## config.mk

```make
export PLATFORM = sky130hd
export DESIGN_NAME = nes_poll_sequencer
export DESIGN_NICKNAME = d
export VERILOG_FILES = /design/src/rtl/nes_pkg.sv /design/src/rtl/nes_event_arbiter.sv /design/src/rtl/nes_poll_sequencer.sv
export SDC_FILE = /design/constraint.sdc
export NUM_CORES = 1
export LEC_CHECK = 0
export ABC_AREA = 1
export BUFFER_PORTS_ARGS = -buffer_cell sky130_fd_sc_hd__buf_4
export CORE_MARGIN = 2
export CORE_UTILIZATION = 45
export CTS_CLUSTER_SIZE = 10
export DETAILED_ROUTE_END_ITERATION = 8
export PLACE_DENSITY_LB_ADDON = 0.05
export SLEW_MARGIN = 25
export SYNTH_ARGS = -nofsm -noshare
export SYNTH_HDL_FRONTEND = slang
export SYNTH_SLANG_ARGS = --single-unit
```

## constraint.sdc

```tcl
create_clock -name clk -period 3.4 [get_ports clk]
set_clock_uncertainty 0.2 [all_clocks]
set_input_delay 0.51 -clock clk [delete_from_list [all_inputs] [get_ports clk]]
set_output_delay 0.51 -clock clk [all_outputs]
set_load 0.01 [all_outputs]
```

## src/rtl/nes_pkg.sv

```systemverilog
// Shared types for the NES pad poller: button indices, poll FSM states and
// the press/release event payload.
package nes_pkg;

  localparam int BTN_A      = 0;
  localparam int BTN_B      = 1;
  localparam int BTN_SELECT = 2;
  localparam int BTN_START  = 3;
  localparam int BTN_UP     = 4;
  localparam int BTN_DOWN   = 5;
  localparam int BTN_LEFT   = 6;
  localparam int BTN_RIGHT  = 7;

  typedef enum logic [2:0] {
    IDLE,
    LATCH,
    LOW,
    HIGH,
    COMMIT
  } poll_state_t;

  typedef struct packed {
    logic       pad;
    logic [2:0] code;
    logic       press;
  } nes_evt_t;

  // Index of the lowest set bit; 0 when the vector is empty.
  function automatic logic [2:0] lowest_set(input logic [7:0] v);
    lowest_set = 3'd0;
    for (int i = BTN_RIGHT; i >= BTN_A; i--) begin
      if (v[i]) lowest_set = 3'(i);
    end
  endfunction

endpackage

```

## src/rtl/nes_event_arbiter.sv

```systemverilog
// Turns differences between the live button vectors and the last state handed
// to the consumer into a single prioritised press/release event stream.
module nes_event_arbiter
  import nes_pkg::*;
(
  input  logic       clk,
  input  logic       reset,
  input  logic [7:0] buttons0,
  input  logic [7:0] buttons1,
  output logic       evt_valid,
  input  logic       evt_ready,
  output logic       evt_pad,
  output logic [2:0] evt_code,
  output logic       evt_press
);

  logic [7:0] reported0;
  logic [7:0] reported1;
  logic [7:0] pending0;
  logic [7:0] pending1;
  nes_evt_t   win;
  nes_evt_t   evt_q;

  assign pending0 = buttons0 ^ reported0;
  assign pending1 = buttons1 ^ reported1;

  // Pad 0 outranks pad 1; within a pad the lowest button index wins.
  always_comb begin
    win       = '0;
    win.pad   = (pending0 == 8'd0);
    win.code  = win.pad ? lowest_set(pending1) : lowest_set(pending0);
    win.press = win.pad ? buttons1[win.code] : buttons0[win.code];
  end

  // Handshake: an event transfers on a cycle with evt_valid & evt_ready; the
  // payload is frozen while evt_valid is high, and evt_valid drops for at
  // least one cycle after each transfer before the next event is loaded.
  always_ff @(posedge clk or posedge reset) begin
    if (reset) begin
      reported0 <= 8'd0;
      reported1 <= 8'd0;
      evt_q     <= '0;
      evt_valid <= 1'b0;
    end else if (evt_valid) begin
      if (evt_ready) begin
        evt_valid <= 1'b0;
        if (evt_q.pad) reported1[evt_q.code] <= evt_q.press;
        else           reported0[evt_q.code] <= evt_q.press;
      end
    end else if ((pending0 | pending1) != 8'd0) begin
      evt_valid <= 1'b1;
      evt_q     <= win;
    end
  end

  assign evt_pad   = evt_q.pad;
  assign evt_code  = evt_q.code;
  assign evt_press = evt_q.press;

endmodule

```

## src/rtl/nes_poll_sequencer.sv

```systemverilog
// Periodically latches and clocks two NES pads sharing latch/clock lines,
// deserialises their buttons and feeds changes to the event arbiter.
module nes_poll_sequencer
  import nes_pkg::*;
#(
  parameter int CCLK_DIV    = 256,
  parameter int POLL_PERIOD = 262144
) (
  input  logic       clk,
  input  logic       reset,
  input  logic       poll_en,
  input  logic [1:0] pad_data,
  output logic       pad_latch,
  output logic       pad_clk,
  output logic [7:0] buttons0,
  output logic [7:0] buttons1,
  output logic       frame_done,
  output logic       evt_valid,
  input  logic       evt_ready,
  output logic       evt_pad,
  output logic [2:0] evt_code,
  output logic       evt_press
);

  localparam int TW = $clog2(POLL_PERIOD);
  localparam int CW = $clog2(2 * CCLK_DIV);

  logic [TW-1:0] timer;
  logic          poll_tick;
  poll_state_t   state;
  logic [CW-1:0] cnt;
  logic [2:0]    bit_idx;
  logic [7:0]    shift0;
  logic [7:0]    shift1;

  assign poll_tick = poll_en && (timer == TW'(POLL_PERIOD - 1));

  always_ff @(posedge clk or posedge reset) begin
    if (reset)          timer <= '0;
    else if (!poll_en)  timer <= '0;
    else if (poll_tick) timer <= '0;
    else                timer <= timer + 1'b1;
  end

  // Ticks arriving outside IDLE are simply ignored.
  always_ff @(posedge clk or posedge reset) begin
    if (reset) begin
      state      <= IDLE;
      cnt        <= '0;
      bit_idx    <= 3'd0;
      shift0     <= 8'd0;
      shift1     <= 8'd0;
      buttons0   <= 8'd0;
      buttons1   <= 8'd0;
      pad_latch  <= 1'b0;
      pad_clk    <= 1'b0;
      frame_done <= 1'b0;
    end else begin
      frame_done <= 1'b0;
      case (state)
        IDLE: begin
          if (poll_tick) begin
            state     <= LATCH;
            pad_latch <= 1'b1;
            cnt       <= '0;
            bit_idx   <= 3'd0;
          end
        end
        LATCH: begin
          if (cnt == CW'(2 * CCLK_DIV - 1)) begin
            state     <= LOW;
            pad_latch <= 1'b0;
            cnt       <= '0;
          end else begin
            cnt <= cnt + 1'b1;
          end
        end
        LOW: begin
          if (cnt == CW'(CCLK_DIV - 1)) begin
            shift0[bit_idx] <= ~pad_data[0];
            shift1[bit_idx] <= ~pad_data[1];
            cnt             <= '0;
            if (bit_idx == 3'd7) begin
              state <= COMMIT;
            end else begin
              bit_idx <= bit_idx + 3'd1;
              state   <= HIGH;
              pad_clk <= 1'b1;
            end
          end else begin
            cnt <= cnt + 1'b1;
          end
        end
        HIGH: begin
          if (cnt == CW'(CCLK_DIV - 1)) begin
            state   <= LOW;
            pad_clk <= 1'b0;
            cnt     <= '0;
          end else begin
            cnt <= cnt + 1'b1;
          end
        end
        COMMIT: begin
          buttons0   <= shift0;
          buttons1   <= shift1;
          frame_done <= 1'b1;
          state      <= IDLE;
        end
        default: state <= IDLE;
      endcase
    end
  end

  nes_event_arbiter u_arb (
    .clk       (clk),
    .reset     (reset),
    .buttons0  (buttons0),
    .buttons1  (buttons1),
    .evt_valid (evt_valid),
    .evt_ready (evt_ready),
    .evt_pad   (evt_pad),
    .evt_code  (evt_code),
    .evt_press (evt_press)
  );

endmodule

```

==> flow_summary_export.csv <==
group,metric,value,unit
synth,syn_inst,548,
clocking,cts_max_path_buffers,2,
die,rows,36,
worst_setup_path,critPathArrivalTime,2.78,ns
synth,synth-seq-cells,90,
route,first_pass_iters,5,
synth,synth.most_common_cell,"nand2_1",
synth,synth.distinct_cells,33,
clocking,path_clk_slew,0.10,ns
synth,synth_area_leaders,"dfrtp_1 50%, nand2_1 12%, inv_1 5.3%",
synth,synth.top_cell.area_share,50.1,%
route,drcViolationCount,0,
clocking,cts-htree-levels,3,
power,switching_share,29.2,%
final_layout,nFillCells,973,
clocking,cts-root-buf,"clkbuf_8",
global_routing,met3_usage,2.51,%
flow_run,maxCapViolCount,0,
power,power.internal,1.66,mW
sta,drv_slew,0,
die,die_h,104,um
die,start_util,46.2,%
die,core_area,9730,um^2
worst_setup_path,crit_required,3.48,ns
clocking,cts_setup_buffers,0,
power,switchingPower,0.687,mW
sta,post-route-period-util,79.2,%
place,routabilityCongestion,0.820,
clocking,clk_latency,0.36,ns
worst_setup_path,critPathMaxFanout,9,
route,drt_wl_total,9730,um
global_routing,antenna_found_initial,0,
route,wire_per_inst,13.4,um
power,max-vdd-ir-drop,0.167,mV
die,ios,31,
worst_setup_path,cp-start-kind,"flip-flop",
synth,synth_warnings,0,
synth,synth_commonest_cells,"141 x nand2_1, 90 x dfrtp_1, 64 x inv_1",
place,dp_hpwl,6990,um
global_routing,grt_pass1_vias,3664,
final_layout,final_layout_size_suffix_gt1_share,13.4,%
worst_setup_path,endpoint_kind,"flip-flop",
clocking,cts_inserted_buffers,9,
global_routing,globalRoute.busiestLayer,"met2",
sta,finalSetupViolCount,0,
sta,worst_slew_pin_slew,0.703,ns
global_routing,grt_use_met2,32.5,%
synth,synth_largest_area_cell,"dfrtp_1",
run_status,status,"completed",
power,power.leakage,2.54,nW
power,seqPwrFrac,49.4,%
final_layout,area_growth,14.2,%
final_layout,nets,600,
power,clockPowerShare,36.5,%
synth,synth_flop_cell,"dfrtp_1",
global_routing,grt_pass1_wl,17400,um
clocking,hold_buffers,0,
synth,netlist_area,4490,um^2
global_routing,grt_max_degree,54,
die,die_w,104,um
sta,fin_ws,0.708,ns
place,dp_slack,0.757,ns
clocking,cts-resized-gates,0,
power,combPwrFrac,14.1,%
sta,maxSlewHeadroom,53.1,%
route,vias,3595,
synth,synth_area_per_cell,8.20,um^2
sta,finalHoldViolCount,0,
sta,max_freq,0.371,GHz
place,portBuffers,30,
clocking,tritoncts,"yes",
clocking,cts_sinks,90,
synth,async_flop_share,100,%
route,routed_via_density,4.97,
route,drtAntennaViolNets,0,
hold_path,hp-class,"input pin to asynchronous set/reset pin",
final_layout,antenna_cells,0,
global_routing,grt_use_met1,26.8,%
die,dieArea,10800,um^2
power,powerDensity,458,nW/um^2
sta,setup_tns,0,ns
sta,period_minus_slack,2.69,ns
route,drtIter0Drc,154,
worst_setup_path,worstSetupPathType,"flip-flop to flip-flop",
global_routing,globalRoute.totalOverflow,0,
global_routing,grt.total_usage,19.5,%
synth,synth_edf_count,0,
synth,synth_nets,562,
sta,grt_setup_unrepaired,"false",
synth,ys_seq_area_share,50.1,%
## worst paths after layout
check,startpoint,to,slack (ns),cells after the start
setup / recovery,cnt[0]$_DFFE_PP0P_,bit_idx[1]$_DFFE_PP0P_,0.71,16
hold / removal,reset,timer[11]$_DFF_PP0_,0.04,2
setup reg to reg,cnt[0]$_DFFE_PP0P_,bit_idx[1]$_DFFE_PP0P_,0.71,16
hold reg to reg,shift0[4]$_DFFE_PP0P_,buttons0[4]$_DFFE_PP0P_,0.28,2
max in group asynchronous,reset,u_arb.reported1[1]$_DFFE_PP0P_,2.25,3
min in group clk,evt_ready,u_arb.evt_valid$_DFF_PP0_,0.15,2
## kinds of logic (layout without fill, tap and decap cells)
group | Yosys count | in the layout | share of synthesized area (%)
compound gates | 91 | 91 | 11.0
xor+xnor | 17 | 17 | 3.31
fa+ha+maj | 8 | 8 | 2.23
buf+inv | 77 | 120 | 6.54
flops | 90 | 90 | 50.1
simple gates | 265 | 265 | 26.8
## worst max-delay path: stages, from the launching register on
cell	delay, ns
dfrtp_1	0.39
ha_1	0.18
nand2_1	0.07
nor2_1	0.13
nand2_1	0.08
nor2_1	0.16
nand3_1	0.12
inv_1	0.09
ha_1	0.16
inv_1	0.10
nand2_1	0.10
o21ai_1	0.23
inv_1	0.16
nand2_2	0.10
nor2_4	0.16
nand3_1	0.09
o21ai_1	0.09
## power by group through the flow
stage / logic (mW) / registers [mW] / clock network, mW
after global placement: 0.323 / 1.18 / 0
final: 0.331 / 1.16 / 0.858
after CTS: 0.332 / 1.16 / 0.878
after detailed placement: 0.331 / 1.18 / 0
after floorplan: 0.220 / 1.18 / 0
after global routing: 0.376 / 1.17 / 0.926
## layout make-up
class                           instances  area [um^2]  share of cell area, %
Timing Repair Buffer                   33          260                   5.07
Clock buffer                           10          138                   2.68
Tap cell                              133          166                   3.24
Inverter                               71          273                   5.32
Sequential cell                        90         2250                   43.9
Multi-Input combinational cell        381         1950                   38.0
Clock inverter                          6         93.8                   1.83
## sequential cells by signal (all words and copies together), names as in the netlist
name             flops
bit_idx              3
timer               18
shift0               8
u_arb.reported0      8
buttons0             8
buttons1             8
shift1               8
u_arb.evt_code       3
cnt                  9
pad_latch            1
u_arb.evt_pad        1
frame_done           1
u_arb.reported1      8
pad_clk              1
u_arb.evt_press      1
state                3
u_arb.evt_valid      1
## stage by stage
step / instance area [um^2] / hold slack (ns) / instances / util (%) / power [mW]
6_report: 5130 / 0.0375 / 724 / 52.7 / 2.35
5_1_grt: 5130 / 0.0966 / 724 / 52.7 / 2.47
4_1_cts: 5130 / 0.0589 / 724 / 52.7 / 2.37
3_5_place_dp: 4900 / 0.270 / 708 / 50.3 / 1.51
3_3_place_gp: 4900 / 0.263 / 708 / 50.3 / 1.50
2_1_floorplan: 4490 / 0.249 / 548 / - / 1.40
## layer usage
layer	up-vias	routed length, um
li1	1852	-
met1	1685	4720
met4	0	134
met3	12	270
met2	46	4610
met5	-	0
## placed cells by master (no fill, tap or decap), types with 3 or more instances in the layout
master / n
xor2_1: 8
inv_2: 6
nand2_2: 6
o21ai_0: 41
o21ai_1: 5
nor2_2: 4
nand3_1: 34
inv_6: 3
a31oi_1: 15
a21oi_1: 27
xnor2_1: 9
inv_1: 63
buf_4: 32
ha_1: 8
nor2_1: 36
nand3b_1: 5
or2_2: 3
dfrtp_1: 90
clkbuf_8: 10
nand2_1: 141
nand4_1: 7
nor3_1: 16
Note: power is estimated with default switching activity, not from simulation.
